==> src/rtl/light_arbiter_ctrl.sv <==
// light_arbiter_ctrl: one lamp shared by N wall switches (multi-way staircase).
// Every raw switch level is synchronized and edge-detected. Each detected press
// is held in a pending bit until a round-robin arbiter grants it (one grant per
// cycle). Each grant is one event for the OFF/ON/WARN lamp state machine.
// Build option LIGHT_ARB_AUTO_OFF_EN: when defined, an auto-off timer with a
// WARN phase is present. When undefined, grants only toggle the lamp between
// OFF and ON, and warn is tied low.
module light_arbiter_ctrl #(
  parameter int N        = 4,
  parameter int TIMEOUT  = 1000,
  parameter int WARN_CYC = 100,
  parameter int CNT_W    = 16
) (
  input  logic         clk,
  input  logic         rst,
  input  logic [N-1:0] btn,
  output logic         light,
  output logic         warn,
  output logic [N-1:0] grant,
  output logic [2:0]   owner,
  output logic [N-1:0] pend
);

  typedef enum logic [1:0] {
    ST_OFF  = 2'd0,
    ST_ON   = 2'd1,
    ST_WARN = 2'd2
  } state_e;

  logic [N-1:0] s1_q, s2_q, s3_q;
  logic [N-1:0] edge_s;
  logic [N-1:0] pend_q, pend_d;
  logic [N-1:0] gnt_s, grant_q;
  logic [2:0]   ptr_q, ptr_d, owner_q;
  logic [2:0]   idx_hi_s, idx_lo_s, gnt_idx_s;
  logic         hit_hi_s, hit_lo_s, gnt_vld_s;
  state_e       state_q;
  logic         light_q;
`ifdef LIGHT_ARB_AUTO_OFF_EN
  logic             warn_q;
  logic [CNT_W-1:0] timer_q;
`endif

  // Reject parameter sets the timer and the owner field cannot represent.
  generate
    if ((N < 2) || (N > 8) || (TIMEOUT <= WARN_CYC) || (TIMEOUT >= (1 << CNT_W))) begin : g_bad_cfg
      $error("light_arbiter_ctrl: illegal parameter set");
    end
  endgenerate

  // Detect a press: s2 is high now and was low one sample earlier (held level gives one edge).
  assign edge_s = s2_q & ~s3_q;

  // Round-robin search: the first pending bit at or above ptr wins; otherwise wrap to the lowest set bit.
  always_comb begin
    hit_hi_s = 1'b0;
    hit_lo_s = 1'b0;
    idx_hi_s = 3'd0;
    idx_lo_s = 3'd0;
    for (int i = 0; i < N; i++) begin
      if (pend_q[i] && !hit_hi_s && (i >= int'(ptr_q))) begin
        hit_hi_s = 1'b1;
        idx_hi_s = 3'(i);
      end else begin
        hit_hi_s = hit_hi_s;
      end
      if (pend_q[i] && !hit_lo_s) begin
        hit_lo_s = 1'b1;
        idx_lo_s = 3'(i);
      end else begin
        hit_lo_s = hit_lo_s;
      end
    end
    gnt_vld_s = hit_lo_s;
    gnt_idx_s = hit_hi_s ? idx_hi_s : idx_lo_s;
  end

  // Grant vector, next pointer, and pending update. A new edge wins over the grant clear.
  always_comb begin
    gnt_s = {N{1'b0}};
    ptr_d = ptr_q;
    if (gnt_vld_s) begin
      gnt_s = {{(N-1){1'b0}}, 1'b1} << gnt_idx_s;
      if (gnt_idx_s == 3'(N-1)) begin
        ptr_d = 3'd0;
      end else begin
        ptr_d = gnt_idx_s + 3'd1;
      end
    end else begin
      ptr_d = ptr_q;
    end
    pend_d = (pend_q & ~gnt_s) | edge_s;
  end

  // Synchronizer chain, pending requests, arbitration pointer and registered grant/owner.
  always_ff @(posedge clk or negedge rst) begin
    if (!rst) begin
      s1_q    <= {N{1'b0}};
      s2_q    <= {N{1'b0}};
      s3_q    <= {N{1'b0}};
      pend_q  <= {N{1'b0}};
      grant_q <= {N{1'b0}};
      ptr_q   <= 3'd0;
      owner_q <= 3'd0;
    end else begin
      s1_q    <= btn;
      s2_q    <= s1_q;
      s3_q    <= s2_q;
      pend_q  <= pend_d;
      grant_q <= gnt_s;
      ptr_q   <= ptr_d;
      if (gnt_vld_s) begin
        owner_q <= gnt_idx_s;
      end
    end
  end

`ifdef LIGHT_ARB_AUTO_OFF_EN
  // Lamp FSM with auto-off: a grant toggles ON/OFF, but retriggers during WARN (including the expiry cycle).
  always_ff @(posedge clk or negedge rst) begin
    if (!rst) begin
      state_q <= ST_OFF;
      light_q <= 1'b0;
      warn_q  <= 1'b0;
      timer_q <= {CNT_W{1'b0}};
    end else begin
      case (state_q)
        ST_OFF: begin
          if (gnt_vld_s) begin
            state_q <= ST_ON;
            light_q <= 1'b1;
            timer_q <= CNT_W'(TIMEOUT - 1);
          end
        end
        ST_ON: begin
          if (gnt_vld_s) begin
            state_q <= ST_OFF;
            light_q <= 1'b0;
            timer_q <= {CNT_W{1'b0}};
          end else if (timer_q == CNT_W'(WARN_CYC)) begin
            state_q <= ST_WARN;
            warn_q  <= 1'b1;
            timer_q <= timer_q - {{(CNT_W-1){1'b0}}, 1'b1};
          end else begin
            timer_q <= timer_q - {{(CNT_W-1){1'b0}}, 1'b1};
          end
        end
        ST_WARN: begin
          if (gnt_vld_s) begin
            state_q <= ST_ON;
            warn_q  <= 1'b0;
            timer_q <= CNT_W'(TIMEOUT - 1);
          end else if (timer_q == {CNT_W{1'b0}}) begin
            state_q <= ST_OFF;
            light_q <= 1'b0;
            warn_q  <= 1'b0;
          end else begin
            timer_q <= timer_q - {{(CNT_W-1){1'b0}}, 1'b1};
          end
        end
        default: begin
          state_q <= ST_OFF;
          light_q <= 1'b0;
          warn_q  <= 1'b0;
          timer_q <= {CNT_W{1'b0}};
        end
      endcase
    end
  end

  assign warn = warn_q;
`else
  // Lamp FSM without a timer: each grant toggles between OFF and ON.
  always_ff @(posedge clk or negedge rst) begin
    if (!rst) begin
      state_q <= ST_OFF;
      light_q <= 1'b0;
    end else begin
      case (state_q)
        ST_OFF: begin
          if (gnt_vld_s) begin
            state_q <= ST_ON;
            light_q <= 1'b1;
          end
        end
        ST_ON: begin
          if (gnt_vld_s) begin
            state_q <= ST_OFF;
            light_q <= 1'b0;
          end
        end
        default: begin
          state_q <= ST_OFF;
          light_q <= 1'b0;
        end
      endcase
    end
  end

  assign warn = 1'b0;
`endif

  assign light = light_q;
  assign grant = grant_q;
  assign owner = owner_q;
  assign pend  = pend_q;

endmodule

==> config.mk <==
export PLATFORM = sky130hd
export DESIGN_NAME = light_arbiter_ctrl
export DESIGN_NICKNAME = d
export VERILOG_FILES = /design/src/rtl/light_arbiter_ctrl.sv
export SDC_FILE = /design/constraint.sdc
export NUM_CORES = 1
export LEC_CHECK = 0
export ABC_AREA = 1
export BUFFER_PORTS_ARGS = -buffer_cell sky130_fd_sc_hd__buf_2
export CAP_MARGIN = 40
export CORE_MARGIN = 3
export CORE_UTILIZATION = 47
export DETAILED_ROUTE_END_ITERATION = 12
export MAX_ROUTING_LAYER = met4
export PLACE_DENSITY = 0.73
export SLEW_MARGIN = 20
export SYNTH_ARGS = -nofsm -noshare
export SYNTH_HDL_FRONTEND = slang
export SYNTH_SLANG_ARGS = --single-unit
==> constraint.sdc <==
create_clock -name clk -period 3.2 [get_ports clk]
set_input_delay 0.48 -clock clk [delete_from_list [all_inputs] [get_ports clk]]
set_output_delay 0.48 -clock clk [all_outputs]
set_load 0.05 [all_outputs]
# == Word level (Yosys, flattened, before mapping) ==
# Cells that the tools add are included.
# word_totals
wordCells,65
inputBits,6
ff_bits,29
out_inout_bits,13
# classes
eq_ne,4
n_bitwise,5
mux,23
reduce_logical,18
shift,1
addsub,1
n_lt_le_gt_ge,4
# ops
cell,count
two-way mux 3 bit,5
two-way mux 1 bit,12
logical AND 1 bit,10
AND 4 bit,2
NOT 4 bit,2
>= comparator 1 x 3 -> 1 bit (first input constant),2
>= comparator 2 x 3 -> 1 bit (first input constant),2
zero test 1 bit,6
two-way mux 2 bit,3
two-way mux 4 bit,1
!= test 2 bit (second input constant),2
bitwise OR 4 bit,1
one-hot mux 2 bit (2 select lines),1
<< shifter 1 x 3 -> 4 bit (first input constant),1
adder 3 x 1 -> 3 bit (second input constant),1
== test 3 x 2 -> 1 bit (second input constant),1
== test 2 x 1 -> 1 bit (second input constant),1
zero test 2 bit,1
one-hot mux 1 bit (2 select lines),1
AND reduction 2 bit,1

# == Logic depth before layout (Yosys ltp) ==
# depth
depth_word,21
ltp_mapped,11
mapped_depth_nobuf,11

# == Worst setup path before layout ==
# No wires, ideal clock.
# synth_path
kind,flip-flop to flip-flop
start,"register pend_q[1], in the netlist pend[1]"
end,register ptr_q[0]
synth_period_minus_slack_ns,1.664
slack_ns,1.536
stages_incl_launch_ff,9
path_buffers,0
t_arrival_ns,1.600
setup_time_ns,0.064
required_ns,3.136
cell_sequence,dfrtp_1 -> inv_2 -> or2_1 -> nand4_1 -> inv_1 -> ha_1 -> nor2_1 -> nand2_2 -> nand2_2
# synth_via
elab_chain_cells,14
word_cells_on_any_way,29
classes_between,add/sub: 1; eq/ne: 1; mux: 14; reduce/logical: 13
# synth_lines
item,line,rtl
"start, declared",32,"logic [N-1:0] pend_q, pend_d;"
"start signal, assigned",101,pend_q <= {N{1'b0}};
"start signal, assigned",109,pend_q <= pend_d;
logical AND 1 bit (2 in a row),61,if (pend_q[i] && !hit_hi_s && (i >= int'(ptr_q))) begin
two-way mux 1 bit,61,
zero test 1 bit,61,
logical AND 1 bit (2 in a row),61,
two-way mux 1 bit,61,
zero test 1 bit,61,
logical AND 1 bit (2 in a row),61,
two-way mux 3 bit / two-way mux 1 bit (equally long branches),61,
two-way mux 3 bit *,75,gnt_idx_s = hit_hi_s ? idx_hi_s : idx_lo_s;
named net gnt_idx_s[1],35,"logic [2:0] idx_hi_s, idx_lo_s, gnt_idx_s;"
== test 3 x 2 -> 1 bit *,84,if (gnt_idx_s == 3'(N-1)) begin
two-way mux 3 bit *,84,
"end signal, assigned",111,ptr_q <= ptr_d;
"end, declared",34,"logic [2:0] ptr_q, ptr_d, owner_q;"
# Mark *: on every way through the listed nets, which the timed path passes. The rest lies on a longest branch.
# A chain may end at the register's enable or synchronous reset.

# == Worst setup path after layout ==
# layout_path
start,"register pend_q[0], in the netlist pend[0]"
end,output pend[0]
# layout_rtl
item,line,rtl
"end, declared",21,output logic [N-1:0] pend
# No word-level cell between the ends.

==> summary.txt <==
GRT
  – Global-route wire length before repair: 2100 um
  – GR Overflow Total: 0
  – Antenna violations before repair: 0
  – Pin count of the biggest net entering global routing: 26
  – Total GRT Usage: 12.4%
  – Number of global-route vias before repair: 501

Die
  – Die Area: 2520 um2
  – I/O pin cnt: 19
  – Chip height: 50.2 um
  – Row count: 15
  – Die Span X: 50.2 um
  – Starting Density: 51.4%
  – Core Area: 1780 um2

Placement
  – Hpwl dp: 987 um
  – GP Congestion: 0.788
  – PortBufs: 16

CTS
  – CTS tree: yes
  – CTS sink count: 25
  – CTS buffer count: 3
  – Clk root buf: clkbuf_4
  – Clock Latency Late Sink: 310 ps
  – Worst-path clk slew: 130 ps
  – CTS Buffer Depth: 2
  – Cts repair resizes: 0
  – Post-CTS Hold Buffers: 0
  – # Post-CTS Setup Buffers: 0
  – H-tree Lvls: 1

Synthesis
  – Post-synth top area share: 68.2%
  – Yosys top cell by area: dfrtp_1
  – Syn Area/Cell: 11.3 um2
  – Number of synthesized register bits: 25
  – Sequential fraction of the synthesis area: 68.2%
  – Cell variety after synth: 16
  – Synthesized instance count: 81
  – Synth Cell Area: 917 um2
  – Syn. warnings: 0
  – Synth area leaders: dfrtp_1 (68%), nand2_1 (5.7%), ha_1 (5.5%)

Route
  – Starting DRT DRC Count: 11
  – Routed via count: 558
  – DR pass1 iterations: 4
  – Routed Antenna Nets: 0
  – Total Wirelength: 1330 um
  – Vias per cell: 4.50
  – DRC viols: 0
  – WL/cell: 10.7 um

Layout
  – Seq. cell area: 626 um2
  – Nets: 110
  – Commonest non-fill, non-tap cell in the layout: dfrtp_1
  – Multi-input logic area: 220 um2
  – Fillers: 155
  – Antenna Cells: 0
  – Most frequent cells in the layout: dfrtp_1 (25), buf_2 (16), nand2_1 (14), inv_1 (11), nor2_1 (6)
  – Layout Area Growth over Synthesis: 13.1%
  – Share of post-route cells with drive strength above 1: 28.3%

Worst setup path
  – CP arrival: 1000 ps
  – Number of cells on the critical path: 1
  – CP bufs+invs: 1
  – Crit path capture: pend[0]
  – Crit Path Category: reg2out
  – Worst setup EP type: output port
  – Worst R2R Setup Slack: 1760 ps
  – Startpoint class of the critical path: flip-flop
  – Worst Path Required: 2720 ps
  – Slowest stage delay, CP: 410 ps
  – Worst Reg-to-Reg Cells: 8
  – Top delay family on crit path: flip-flops
  – Critical Path Source: pend[0]
  – Max Fanout on Critical Path: 3
  – Worst r2r src: pend[1]
  – Crit-path slowest cell: dfrtp_1
  – CP Cell Sequence: buf_2
  – Reg-to-Reg End: ptr_q[0]

Timing
  – Worst slew pin tran: 515 ps
  – Fin Clk Skew: 5.57 ps
  – Fmax achieved: 0.675 GHz
  – Pins Over Slew Limit: 0
  – Fin crit period: 1480 ps
  – Fin crit share: 46.3%
  – Setup total negative slack: 0 ps
  – Setup violations, final: 0
  – Final Hold Fails: 0
  – Rel. slew slack: 65.6%
  – Unrepaired setup endpoints after global routing: no

Outcome
  – Outcome: finished clean

Job
  – Number of max-cap violations: 0

Worst hold path
  – HP Class: in2async
cell usage after synthesis (all sizes together):
| master | number |
|---|---|
| nand4 | 1 |
| inv | 14 |
| nor2 | 7 |
| o22ai | 4 |
| ha | 4 |
| buf | 3 |
| nand3 | 1 |
| nand2 | 18 |
| o21ai | 1 |
| xnor2 | 1 |
| dfrtp | 25 |
| conb | 1 |
| or2 | 1 |
routing by layer:
metal	part of all wire, %	wire length (um)	up-vias	GRT usage (%)
met4	4.0	53	0	11.1
met3	6.6	87	5	3.56
li1	-	-	274	-
met2	48	634	18	20.0
met1	41	550	261	12.1
met5	0	0	-	-
metrics by stage:
| stage | utilization (%) | setup WS, ps | cell area (um2) | cells | hold slack [ps] |
|---|---|---|---|---|---|
| 3_3_place_gp | 56.6 | 1830 | 1010 | 120 | 336 |
| 4_1_cts | 58.2 | 1700 | 1040 | 124 | 129 |
| 5_1_grt | 58.2 | 1640 | 1040 | 124 | 143 |
| 3_5_place_dp | 56.6 | 1760 | 1010 | 120 | 340 |
| 2_1_floorplan | - | 1540 | 921 | 82 | 184 |
| 6_report | 58.2 | 1720 | 1040 | 124 | 114 |
worst min path at each step:
stage / slack [ps] / cells after the start / end
after global routing: 140 / 1 / ptr_q[0]
after detailed placement: 340 / 0 / s2_q[0]
after floorplan: 180 / 0 / grant[0]
after global placement: 340 / 0 / s2_q[0]
final: 110 / 1 / ptr_q[0]
after CTS: 130 / 1 / ptr_q[0]
area by class of cell:
class	count	share of cell area, %
clock buffer	3	2.17
inverter	14	5.07
timing repair buffer	16	7.72
clock inverter	1	0.483
multi-input combinational	40	21.2
sequential	25	60.3
tap	25	3.02
cells by family after synthesis:
kind of cell	Yosys count	synth area share, %
other	1	0.409
xor gates and xnor gates	1	0.955
adders and majority gates	4	5.46
buffers and inverters	17	8.19
and+or+nand+nor	28	13.5
DFF	25	68.2
AOI/OAI and AO/OA	5	3.27
state kept, by name (all words and copies together) (netlist names):
name	flops
grant	4
s3_q	4
pend	4
s2_q	4
ptr_q	2
s1_q	4
light	1
owner	2
Power is left out: the tool's default activity adds up to more than one toggle a clock period on the data nets, which glitch-free logic cannot reach.
